File: src/rtl/nibble_serial_add_ctrl.sv
// nibble_serial_add_ctrl
//
// Performs a WIDTH-bit addition by streaming 4-bit slices, least significant
// nibble first, through an external combinational 4-bit adder. The block
// feeds the adder one nibble per clock and collects each partial sum.
//
// Ports:
//   clk, rst_n               rising-edge clock, asynchronous active-low reset
//   in_valid / in_ready      operand handshake (in_a, in_b, in_cin)
//   add_a, add_b, add_cin    drive the external 4-bit adder (zero outside RUN)
//   add_sum, add_cout        results returned by the external 4-bit adder
//   out_valid / out_ready    result handshake (out_sum, out_cout, out_ovf)
//
// Flow: IDLE accepts operands, RUN performs NIBBLES adder passes, DONE holds
// the result until the consumer takes it. There is no accept-on-consume
// bypass, so accepts are spaced at least NIBBLES+2 cycles apart.

module nibble_serial_add_ctrl #(
  parameter int unsigned WIDTH = 16
) (
  input  logic             clk,
  input  logic             rst_n,
  input  logic             in_valid,
  output logic             in_ready,
  input  logic [WIDTH-1:0] in_a,
  input  logic [WIDTH-1:0] in_b,
  input  logic             in_cin,
  output logic [3:0]       add_a,
  output logic [3:0]       add_b,
  output logic             add_cin,
  input  logic [3:0]       add_sum,
  input  logic             add_cout,
  output logic             out_valid,
  input  logic             out_ready,
  output logic [WIDTH-1:0] out_sum,
  output logic             out_cout,
  output logic             out_ovf
);

  localparam int unsigned NIBBLES = WIDTH / 4;
  localparam int unsigned IdxW    = (NIBBLES > 1) ? $clog2(NIBBLES) : 1;

  localparam logic [IdxW-1:0] LastIdx = IdxW'(NIBBLES - 1);

  localparam logic [1:0] StIdle = 2'd0;
  localparam logic [1:0] StRun  = 2'd1;
  localparam logic [1:0] StDone = 2'd2;

  generate
    if ((WIDTH < 4) || ((WIDTH % 4) != 0)) begin : gWidthCheck
      $error("nibble_serial_add_ctrl: WIDTH must be a multiple of 4 and at least 4");
    end
  endgenerate

  logic [1:0]       stateQ, stateD;
  logic [IdxW-1:0]  idxQ, idxD;
  logic             carryQ, carryD;
  logic [WIDTH-1:0] aQ, aD;
  logic [WIDTH-1:0] bQ, bD;
  logic [WIDTH-1:0] sumQ, sumD;
  logic             coutQ, coutD;

  // Bit offset of the nibble currently being processed (idx * 4).
  logic [IdxW+1:0]  sliceLo;
  logic             isRun;
  logic             isDone;

  assign sliceLo = {idxQ, 2'b00};
  assign isRun   = (stateQ == StRun);
  assign isDone  = (stateQ == StDone);

  always_comb begin
    stateD = stateQ;
    idxD   = idxQ;
    carryD = carryQ;
    aD     = aQ;
    bD     = bQ;
    sumD   = sumQ;
    coutD  = coutQ;

    case (stateQ)
      StIdle: begin
        if (in_valid) begin
          aD     = in_a;
          bD     = in_b;
          carryD = in_cin;
          idxD   = '0;
          stateD = StRun;
        end
      end

      StRun: begin
        sumD[sliceLo +: 4] = add_sum;
        carryD             = add_cout;
        if (idxQ == LastIdx) begin
          coutD  = add_cout;
          idxD   = '0;
          stateD = StDone;
        end else begin
          idxD = idxQ + IdxW'(1);
        end
      end

      StDone: begin
        if (out_ready) begin
          stateD = StIdle;
        end
      end

      default: begin
        stateD = StIdle;
      end
    endcase
  end

  always_ff @(posedge clk or negedge rst_n) begin
    if (!rst_n) begin
      stateQ <= StIdle;
      idxQ   <= '0;
      carryQ <= 1'b0;
      aQ     <= '0;
      bQ     <= '0;
      sumQ   <= '0;
      coutQ  <= 1'b0;
    end else begin
      stateQ <= stateD;
      idxQ   <= idxD;
      carryQ <= carryD;
      aQ     <= aD;
      bQ     <= bD;
      sumQ   <= sumD;
      coutQ  <= coutD;
    end
  end

  // Adder inputs come only from registers, so there is no combinational path
  // from the operand port through the external adder back into this block.
  assign add_a   = isRun ? aQ[sliceLo +: 4] : 4'h0;
  assign add_b   = isRun ? bQ[sliceLo +: 4] : 4'h0;
  assign add_cin = isRun & carryQ;

  assign in_ready  = (stateQ == StIdle);
  assign out_valid = isDone;

  // Result outputs are forced to zero outside DONE so that nothing partial
  // is ever visible to the consumer.
  assign out_sum  = isDone ? sumQ : '0;
  assign out_cout = isDone & coutQ;
  assign out_ovf  = isDone & (aQ[WIDTH-1] == bQ[WIDTH-1]) & (sumQ[WIDTH-1] != aQ[WIDTH-1]);

endmodule

File: config.mk
export PLATFORM = sky130hd
export DESIGN_NAME = nibble_serial_add_ctrl
export DESIGN_NICKNAME = d
export VERILOG_FILES = /design/src/rtl/nibble_serial_add_ctrl.sv
export SDC_FILE = /design/constraint.sdc
export NUM_CORES = 1
export LEC_CHECK = 0
export BUFFER_PORTS_ARGS = -buffer_cell sky130_fd_sc_hd__buf_2
export CORE_MARGIN = 1.5
export CORE_UTILIZATION = 30
export DETAILED_ROUTE_END_ITERATION = 7
export GPL_TIMING_DRIVEN = 0
export PLACE_DENSITY = 0.53
export RECOVER_POWER = 50
export SETUP_SLACK_MARGIN = 0.2
export SYNTH_ARGS = -nofsm -noshare
export SYNTH_HDL_FRONTEND = slang
export SYNTH_SLANG_ARGS = --single-unit
File: constraint.sdc
create_clock -name clk -period 5.3 [get_ports clk]
set_clock_uncertainty 0.05 [all_clocks]
set_input_delay 0.795 -clock clk [delete_from_list [all_inputs] [get_ports clk]]
set_output_delay 0.795 -clock clk [all_outputs]
set_load 0.03 [all_outputs]
==> results by group <==
STA
  – Crit share post-route: about three fifths
  – Pins over their slew limit: 55
  – Rel. slew slack: -97.3%
  – Minimum clock period: 3150 ps
  – Measured slew at the worst slew-check pin: a little under 3000 ps
  – RSZ-0062 raised after global routing: false
  – Endpoints failing setup: 0
  – Setup TNS Final: 0 ps
  – Max Fclk: between 300 and 400 MHz
  – Final hold violation count: 0

Power
  – Int Pwr: approximately 1.2 mW
  – Clock group share of total power: 14.5%
  – VDD IR max: 0.282 mV
  – PD cells: 592 mW/mm^2
  – Power Total: between 1.5 and 2 mW
  – Register share of total power: 37.1%
  – Combinational share of power: approximately half
  – Sw frac: 40.4%
  – Sw Pwr: approximately 0.8 mW
  – Leak pwr: 1.54 nW

Die
  – Initial Utilization: 31.2%
  – Chip width: around 98 um
  – Die area: 0.00968 mm^2
  – Num rows: 34
  – Die Ht: 98.4 um
  – IO Count: 71
  – CORE AREA: 0.00876 mm^2

Critical path
  – CP endpoint kind: asynchronous set/reset pin
  – CP Class: primary input to asynchronous set/reset pin
  – CP max stage cell: clkbuf_1
  – Worst Path Max Fanout: 54
  – Nature of the critical path startpoint: primary input
  – Arrival @ worst endpoint: 2880 ps
  – Highest cell delay on the worst timing path: 2060 ps
  – Buf/Inv on CP: 1
  – R2R cell count: 6
  – Top delay family on crit path: buffers and inverters
  – Worst path depth: 1
  – CP required: 5030 ps
  – CP Cell Sequence: clkbuf_1

Finish
  – Layout cells sized above 1: 38.0%
  – Synth-to-layout area growth: 20.8%
  – Nets: approximately 350
  – N_diodes: 0

Synth
  – Count of unique library cells instantiated by Yosys: 33
  – Largest family of logic cells by synthesized area: multiplexers
  – Post-Synth Simple-Gate Area: 13.5%
  – Synth Area in Adders: 2.29%
  – Post-Syn Nets: 269
  – Synth warnings: 0
  – Post-synth EDFFs: 0
  – Mean post-synth cell area: 12.3 um^2
  – Compound-Gate Fraction of Synth Area: a little under a tenth
  – Syn Inst Count: 222
  – Post-Synth XOR/XNOR Area: 0%
  – Synth top area cells: dfrtp_1, mux2_2, mux2i_1
  – Synth Register Bits: between 50 and 60
  – Cell taking the most area after synthesis: dfrtp_1
  – Prevailing post-synth register cell: dfrtp_1
  – Ys async rst share: 100%
  – Multiplexer share of the synthesized area: between 20 and 25%
  – Synthesized area: 0.00273 mm^2
  – Area share of the largest cell type after synthesis: between 40% and 50%
  – Sequential area share after synthesis: approximately half

Hold path
  – Hold path cells: 1
  – Hold Path Class: flop to flop

Clock network
  – CTS tree: yes
  – Clock latency on the worst-skew pair: 310 ps
  – Total setup buffers inserted after CTS: 0
  – CTS Buf Count: 5
  – Root Driver: clkbuf_8
  – Sink count of the clock tree: 54
  – Post-CTS Hold Fix Bufs: 0
  – CTS resizes: 0
  – Worst-path clk slew: ~100 ps
  – H-tree Lvls: 2
  – Longest Clk Path Bufs: 2

Placement
  – HPWL after detailed placement: 4.46 mm
  – Number of buffers added on ports: 70
  – GP Congestion: 0.749

Outcome
  – Outcome: finished with violations
  – Violated checks: max-capacitance violations, max-slew violations

Global routing
  – Global Route Usage Sum: roughly 13%
  – Vias in the first global route: roughly 2000
  – Largest net degree at the start of global routing: 55
  – First-pass GRT wire length: approximately 10 mm
  – Initial antenna violation count: 1
  – GR Overflow Total: 0

Drt
  – Vias per cell: 4.85
  – Initial DRC count: 80
  – Vias: 1979
  – DR DRC count: 0
  – Routed len/inst: about 15 um
  – First drt pass iteration count: 4
  – Final Routed Wirelength: 6.18 mm
  – Final ANT Viol Nets: 0

Run
  – Max cap viols: 1
==> layer usage <==
layer	GRT usage [%]	vias up	routed length (um)
met5	0	-	0
met4	2.28	0	38
met3	4.01	5	455
met2	21.0	66	2850
met1	17.2	954	2830
li1	-	954	-
==> metrics by stage <==
step	util [%]	cell area, um^2	hold WS [ps]	std cells	worst slack, ps
6_report	37.6	3300	445	408	2150
5_1_grt	37.6	3300	467	408	1510
4_1_cts	38.0	3330	449	408	2490
3_5_place_dp	36.7	3220	425	400	2760
3_3_place_gp	36.7	3220	417	400	2780
2_1_floorplan	-	2730	399	222	2900
==> final cells by class <==
cell class / instances / area, um^2
buffer: 12 / 62.6
clock buffer: 5 / 68.8
clock inverter: 3 / 45.0
fill: 910 / 5470
inverter: 17 / 63.8
multi-input combinational: 139 / 1220
sequential: 54 / 1350
tap: 108 / 135
timing repair buffer: 70 / 348
==> layout by cell type (no fill, tap or decap) <==
| cell | count |
|---|---|
| a21boi_0 | 1 |
| a21o_1 | 2 |
| a221o_1 | 1 |
| and2_1 | 18 |
| and3b_1 | 4 |
| and4b_1 | 1 |
| buf_2 | 70 |
| buf_4 | 2 |
| buf_6 | 1 |
| bufinv_16 | 1 |
| clkbuf_1 | 9 |
| clkbuf_8 | 5 |
| clkinvlp_4 | 2 |
| dfrtp_1 | 54 |
| ha_1 | 5 |
| inv_1 | 17 |
| mux2_1 | 8 |
| mux2_2 | 27 |
| mux2i_1 | 16 |
| nand2_1 | 14 |
| nand2b_1 | 1 |
| nand3b_1 | 3 |
| nand4bb_1 | 1 |
| nor2_1 | 1 |
| nor2b_1 | 2 |
| nor3b_1 | 1 |
| nor4b_1 | 1 |
| nor4bb_1 | 2 |
| o21bai_1 | 2 |
| o22ai_1 | 8 |
| o31ai_1 | 1 |
| o32ai_1 | 11 |
| o32ai_2 | 3 |
| or3b_1 | 2 |
| or3b_2 | 1 |
| or4b_4 | 2 |
==> cell families (layout without fill, tap and decap cells) <==
kind of cell               count (synthesis)  in the layout
adders and majority gates                  5              5
muxes                                     51             51
buffers and inverters                     29            107
and+or+nand+nor                           54             54
AOI/OAI and AO/OA                         29             29
DFF                                       54             54
==> sequential cells by signal, indices dropped and copies added (netlist names) <==
signal,count
stateQ,2
aQ,16
idxQ,2
carryQ,1
coutQ,1
sumQ,16
bQ,16
==> worst paths after layout <==
kind / start / endpoint / slack (ps)
setup / recovery: rst_n / carryQ / 2150
hold / removal: bQ[9] / bQ[9] / 450
setup reg to reg: idxQ[0] / sumQ[8] / 2760
hold reg to reg: bQ[9] / bQ[9] / 450
max in group clk: stateQ[0] / add_a[3] / 2350
min in group asynchronous: rst_n / aQ[8] / 1400
==> cell usage after synthesis, types with 2 or more instances <==
cell,instances
nand3b_1,3
buf_4,2
dfrtp_1,54
nor2b_1,2
clkbuf_1,3
o32ai_1,11
ha_1,5
o21bai_1,2
nor4bb_1,2
or3b_1,2
inv_1,17
buf_6,3
nand2_1,14
o32ai_2,3
mux2_1,8
a21o_1,2
buf_2,4
or4b_4,2
and2_1,18
and3b_1,4
mux2_2,27
o22ai_1,8
mux2i_1,16
==> power groups by stage <==
stage,logic [mW],registers [mW],clock network (mW)
floorplan,0.745,0.705,0
global route,1.04,0.758,0.307
finish,0.945,0.726,0.283
global placement,0.956,0.735,0
detailed placement,0.968,0.740,0
CTS,0.970,0.731,0.291
Power figures use the tool's default switching activity.
